### config.mk
export PLATFORM = sky130hd
export DESIGN_NAME = vpp_rd_arb
export DESIGN_NICKNAME = d
export VERILOG_FILES = /design/src/rtl/vpp_rd_arb.sv
export SDC_FILE = /design/constraint.sdc
export NUM_CORES = 1
export LEC_CHECK = 0
export BUFFER_PORTS_ARGS = -buffer_cell sky130_fd_sc_hd__buf_2
export CAP_MARGIN = 20
export CORE_MARGIN = 2
export CORE_UTILIZATION = 48
export CTS_CLUSTER_DIAMETER = 100
export DETAILED_ROUTE_END_ITERATION = 16
export PLACE_DENSITY = 0.86
export RECOVER_POWER = 25
export SLEW_MARGIN = 20
export SYNTH_ARGS = -nofsm -noshare
export SYNTH_HDL_FRONTEND = slang
export SYNTH_SLANG_ARGS = --single-unit
### constraint.sdc
create_clock -name vpp_clk -period 3.5 [get_ports vpp_clk]
set_input_delay 0.7 -clock vpp_clk [delete_from_list [all_inputs] [get_ports vpp_clk]]
set_output_delay 0.7 -clock vpp_clk [all_outputs]
set_load 0.01 [all_outputs]
### src/rtl/vpp_rd_arb.sv
// Round-robin arbiter sharing the VPP memory read port between the Y, U and V fetch engines.
// Issues one OCP read burst per grant and steers returning beats back in issue order.
module vpp_rd_arb #(
    parameter int unsigned AW     = 32,
    parameter int unsigned BLW    = 4,
    parameter int unsigned OUTSTD = 4
) (
    input  logic             vpp_clk,
    input  logic             vpp_rst_b,
    input  logic [2:0]       i_req,
    input  logic [3*AW-1:0]  i_addr,
    input  logic [3*BLW-1:0] i_blen,
    output logic [2:0]       o_gnt,
    output logic [2:0]       o_mcmd,
    output logic [AW-1:0]    o_maddr,
    output logic [BLW-1:0]   o_mburstlength,
    input  logic             i_scmdaccept,
    input  logic [1:0]       i_sresp,
    input  logic [31:0]      i_sdata,
    output logic [2:0]       o_rvalid,
    output logic [31:0]      o_rdata,
    output logic             o_busy,
    output logic             o_err,
    input  logic             i_err_clr
);

    localparam int unsigned PW = (OUTSTD > 1) ? $clog2(OUTSTD) : 1;
    localparam int unsigned CW = $clog2(OUTSTD + 1);
    localparam logic [2:0] MCMD_IDLE = 3'b000;
    localparam logic [2:0] MCMD_RD   = 3'b010;

    typedef enum logic [0:0] {StIdle, StCmd} state_e;

    state_e           state_q;
    logic [1:0]       last_q;
    logic [1:0]       id_q;
    logic [CW-1:0]    cnt_q;
    logic [PW-1:0]    wr_ptr_q;
    logic [PW-1:0]    rd_ptr_q;
    logic [BLW-1:0]   beat_q;
    logic             mid_q;
    logic [1:0]       fifo_id_q   [2**PW];
    logic [BLW-1:0]   fifo_blen_q [2**PW];

    logic [1:0]       cand;
    logic             win_found;
    logic [1:0]       win_id;
    logic [AW-1:0]    win_addr;
    logic [BLW-1:0]   win_blen_raw;
    logic [BLW-1:0]   win_blen;
    logic             accept;
    logic             beat;
    logic             fifo_ne;
    logic [1:0]       head_id;
    logic [BLW-1:0]   head_blen;
    logic [BLW-1:0]   beat_rem;
    logic             pop;
    logic             err_set;

    // Scan cyclically starting with the requester after the last one served.
    always_comb begin
        cand      = (last_q == 2'd2) ? 2'd0 : last_q + 2'd1;
        win_found = 1'b0;
        win_id    = 2'd0;
        for (int k = 0; k < 3; k++) begin
            if (!win_found && i_req[cand]) begin
                win_found = 1'b1;
                win_id    = cand;
            end
            cand = (cand == 2'd2) ? 2'd0 : cand + 2'd1;
        end
    end

    assign win_addr     = i_addr[int'(win_id)*AW +: AW];
    assign win_blen_raw = i_blen[int'(win_id)*BLW +: BLW];
    assign win_blen     = (win_blen_raw == '0) ? BLW'(1) : win_blen_raw;

    assign accept    = (state_q == StCmd) && i_scmdaccept;
    assign beat      = (i_sresp == 2'b01) || (i_sresp == 2'b11);
    assign fifo_ne   = (cnt_q != '0);
    assign head_id   = fifo_id_q[rd_ptr_q];
    assign head_blen = fifo_blen_q[rd_ptr_q];
    assign beat_rem  = mid_q ? beat_q : head_blen;
    assign pop       = beat && fifo_ne && (beat_rem == BLW'(1));
    assign err_set   = beat && (!fifo_ne || (i_sresp == 2'b11));

    assign o_gnt  = accept ? (3'b001 << id_q) : 3'b000;
    assign o_busy = (state_q == StCmd) || fifo_ne;

    always_ff @(posedge vpp_clk or negedge vpp_rst_b) begin
        if (!vpp_rst_b) begin
            state_q        <= StIdle;
            last_q         <= 2'd2;
            id_q           <= 2'd0;
            o_mcmd         <= MCMD_IDLE;
            o_maddr        <= '0;
            o_mburstlength <= '0;
        end else begin
            case (state_q)
                StIdle: begin
                    // Registered count only: a pop this cycle does not free a slot yet.
                    if ((i_req != 3'b000) && (cnt_q < CW'(OUTSTD))) begin
                        state_q        <= StCmd;
                        id_q           <= win_id;
                        o_maddr        <= win_addr;
                        o_mburstlength <= win_blen;
                        o_mcmd         <= MCMD_RD;
                    end
                end
                StCmd: begin
                    if (i_scmdaccept) begin
                        state_q <= StIdle;
                        last_q  <= id_q;
                        o_mcmd  <= MCMD_IDLE;
                    end
                end
                default: state_q <= StIdle;
            endcase
        end
    end

    always_ff @(posedge vpp_clk or negedge vpp_rst_b) begin
        if (!vpp_rst_b) begin
            cnt_q    <= '0;
            wr_ptr_q <= '0;
            rd_ptr_q <= '0;
            beat_q   <= '0;
            mid_q    <= 1'b0;
            o_rvalid <= 3'b000;
            o_rdata  <= '0;
            o_err    <= 1'b0;
        end else begin
            case ({accept, pop})
                2'b10:   cnt_q <= cnt_q + CW'(1);
                2'b01:   cnt_q <= cnt_q - CW'(1);
                default: cnt_q <= cnt_q;
            endcase
            if (accept) wr_ptr_q <= wr_ptr_q + PW'(1);
            if (pop)    rd_ptr_q <= rd_ptr_q + PW'(1);
            if (beat && fifo_ne) begin
                if (pop) begin
                    mid_q <= 1'b0;
                end else begin
                    mid_q  <= 1'b1;
                    beat_q <= beat_rem - BLW'(1);
                end
                o_rvalid <= 3'b001 << head_id;
                o_rdata  <= i_sdata;
            end else begin
                o_rvalid <= 3'b000;
            end
            if (err_set) o_err <= 1'b1;
            else if (i_err_clr) o_err <= 1'b0;
        end
    end

    always_ff @(posedge vpp_clk) begin
        if (accept) begin
            fifo_id_q[wr_ptr_q]   <= id_q;
            fifo_blen_q[wr_ptr_q] <= o_mburstlength;
        end
    end

endmodule

==> reports/results.ini <==
[run_status]
status=finished with violations
violations=capacitance limit, slew limit

[route]
vias=4196
drtPass1Iterations=5
viasPerCell=5.200
wl_per_cell_um=15.38
routed_wirelength_um=12410
drc=0
ant_nets=0
drt_iter0_drc=193

[sta]
fin_crit_ns=3.293
max_slew.worst_pin.slew_ns=2.158
timing.slew.headroom_pct=-43.85
slew_viol_final=91
final-hold-violation-count=0
period_share_pct=94.08
rsz0062_at_grt=no
setup_viol=0
finClkSkew_ns=0.006475
fmax_ghz=0.3037
tns_ns=0

[final_layout]
fill_cells=795
postLayoutCellArea_sq_mm=0.007217
areaGrowthSynthToFinish_pct=34.77
drive_above_1_share_pct=46.78
final_common_cell=buf_2
final_nets=811
diodes=0
final_cell_mix=buf_2 (224), dfrtp_1 (89), mux2i_1 (38)

[yosys]
netlist_instances=432
synth-edff-count=24
seq_area_frac_synth_pct=55.54
synth-seq-cells=114
synthFlopType=dfrtp_1
synth_cell_types=46
postSynth.asyncResetShare_pct=78.95
synth_area_sq_mm=0.005355
ys.warnings.count=0
synth.avg_cell_area_sq_um=12.40

[global_routing]
overflow=0
grt_pass1_wl_um=19400
grt_usage_pct=21.13
grt_pass1_vias=4164
grt_max_degree=91
antenna_found_initial=0

[place]
dp_hpwl_um=9382
routabilityCongestion=0.8425
placed_cell_area_sq_mm=0.006591
place.port_buffers=225

[hold_path]
min_path_cells=2
hp-class=in -> reg
hold_end=o_err
hp-start=i_err_clr

[worst_setup_path]
reg2regPathDepth=12
rr_endpoint=cnt_q[2]
timing.critical_path.to_type=register
required_ns=3.93
critPathMaxFanout=8
worst-r2r-setup-slack_ns=0.21
r2r_start=rd_ptr_q[1]
critPathKind=reg -> reg
cp_data_arrival_time_ns=3.72
crit_path_start_kind=register

[clock_tree]
cts_setup_buffers=0
cts.sinks=114
cts_tree=built
clk_latency_ns=0.50
clk_transition_reported_paths_ns=0.05
ctsResizeCount=0
cts_root_buf=clkbuf_8
htreeDepth=4
clk_path_buf_depth=2
cts_buffers=17
hold_buffers=0

[run]
drv_cap=1

[die]
core_sq_mm=0.01084
io_pins=228
die_area_sq_mm=0.01202
die_y_um=109.6
die_x_um=109.6
rows=38
start_util_pct=49.40

[pwr]
p_leak_nw=3.664
pwr_density_cell_mw_per_mm2=852.2
vdd_drop_max_uv=369.7

==> final cells by class <==
cell class                 instances  area [sq um]  share of cell area (%)
sequential                       114          2974                   41.21
multi-input combinational        277          2207                   30.58
timing repair buffer             231          1184                   16.40
clock buffer                      26         541.8                   7.507
tap                              140         175.2                   2.427
clock inverter                     6         86.33                   1.196
inverter                          13         48.80                  0.6761
==> power by group <==
group | switching [mW] | leakage, nW | internal [mW] | total (mW)
registers | 0.329 | 1.29 | 1.89 | 2.22
logic | 1.14 | 2.07 | 1.02 | 2.17
clock network | 0.564 | 0.307 | 1.20 | 1.76
==> Yosys cell counts, types with 2 or more instances <==
cell | count | area share, %
nand3b_1 | 2 | 0.28
dfrtp_1 | 89 | 42
mux2i_1 | 38 | 7.1
nor2_1 | 37 | 2.6
buf_6 | 2 | 0.42
or2_2 | 2 | 0.23
mux2_2 | 37 | 7.8
and3_1 | 5 | 0.58
mux4_2 | 5 | 2.1
inv_1 | 12 | 0.84
buf_4 | 4 | 0.56
a211oi_1 | 32 | 4.5
a21o_1 | 32 | 4.5
clkbuf_1 | 13 | 0.91
a21oi_1 | 5 | 0.47
buf_1 | 2 | 0.14
xor2_1 | 3 | 0.49
nor2b_1 | 4 | 0.47
edfxtp_1 | 24 | 13
ha_1 | 7 | 1.6
o31a_1 | 2 | 0.33
nand2_1 | 15 | 1.1
o21ai_0 | 11 | 1.0
a31oi_1 | 3 | 0.35
nand2b_1 | 4 | 0.47
nor3b_1 | 6 | 0.84
buf_2 | 8 | 0.75
o211ai_1 | 2 | 0.28
nor3_1 | 6 | 0.56
xnor2_1 | 4 | 0.65
==> cells by family after synthesis <==
logic type | synth area share (%)
adder cells (fa/ha/maj) | 2.009
AO/OA/AOI/OAI | 12.57
XOR/XNOR | 1.145
buffers and inverters | 3.692
multiplexers | 16.99
other | 0.07003
AND/OR/NAND/NOR | 7.990
flip-flops | 55.54
==> worst max-delay path: stages (launching register included) <==
cell and delay [ns]:
dfrtp_1 0.58, mux4_2 0.37, mux2i_1 0.31, ha_1 0.23, inv_1 0.05, o31a_1 0.33, nor3_4 0.26, ha_1 0.23
inv_1 0.06, fa_1 0.38, xor2_1 0.15, nor2_1 0.11, xor2_1 0.15
==> through the flow <==
stage / std cells / hold WS (ns) / setup slack (ns) / power [mW] / utilization [%]
2_1_floorplan: 433 / 0.4044 / 0.4455 / 3.605 / -
3_3_place_gp: 775 / 0.4539 / 0.4346 / 4.286 / 60.80
3_5_place_dp: 775 / 0.4608 / 0.2424 / 4.422 / 60.80
4_1_cts: 807 / 0.3654 / 0.2278 / 6.217 / 66.60
5_1_grt: 807 / 0.3794 / 0.04085 / 6.540 / 66.57
6_report: 807 / 0.3839 / 0.2073 / 6.150 / 66.57
==> layer usage <==
metal | part of all wire [%] | vias up | global-route usage (%)
met5 | 0 | - | 0
met4 | 1.6 | 0 | 7.866
met3 | 6.2 | 17 | 4.920
met2 | 54 | 177 | 38.36
met1 | 39 | 1995 | 24.12
li1 | - | 2007 | -
==> state kept, by name, indices dropped and copies added, names as in the netlist <==
register	count
mid_q	1
o_rvalid	3
fifo_blen_q	16
o_err	1
wr_ptr_q	2
o_maddr	32
o_mcmd	1
o_rdata	32
state_q	1
o_mburstlength	4
last_q	2
rd_ptr_q	2
cnt_q	3
beat_q	4
id_q	2
fifo_id_q	8
==> worst max path at each step <==
stage	start	to	slack [ns]	depth (start not counted)
3_3_place_gp	rd_ptr_q[1]	cnt_q[2]	0.43	12
4_1_cts	rd_ptr_q[1]	cnt_q[2]	0.23	12
3_5_place_dp	rd_ptr_q[1]	cnt_q[2]	0.24	12
6_report	rd_ptr_q[1]	cnt_q[2]	0.21	12
2_1_floorplan	rd_ptr_q[0]	cnt_q[2]	0.45	13
5_1_grt	rd_ptr_q[1]	cnt_q[2]	0.04	12
No activity file was read; power rests on OpenSTA's default activity.
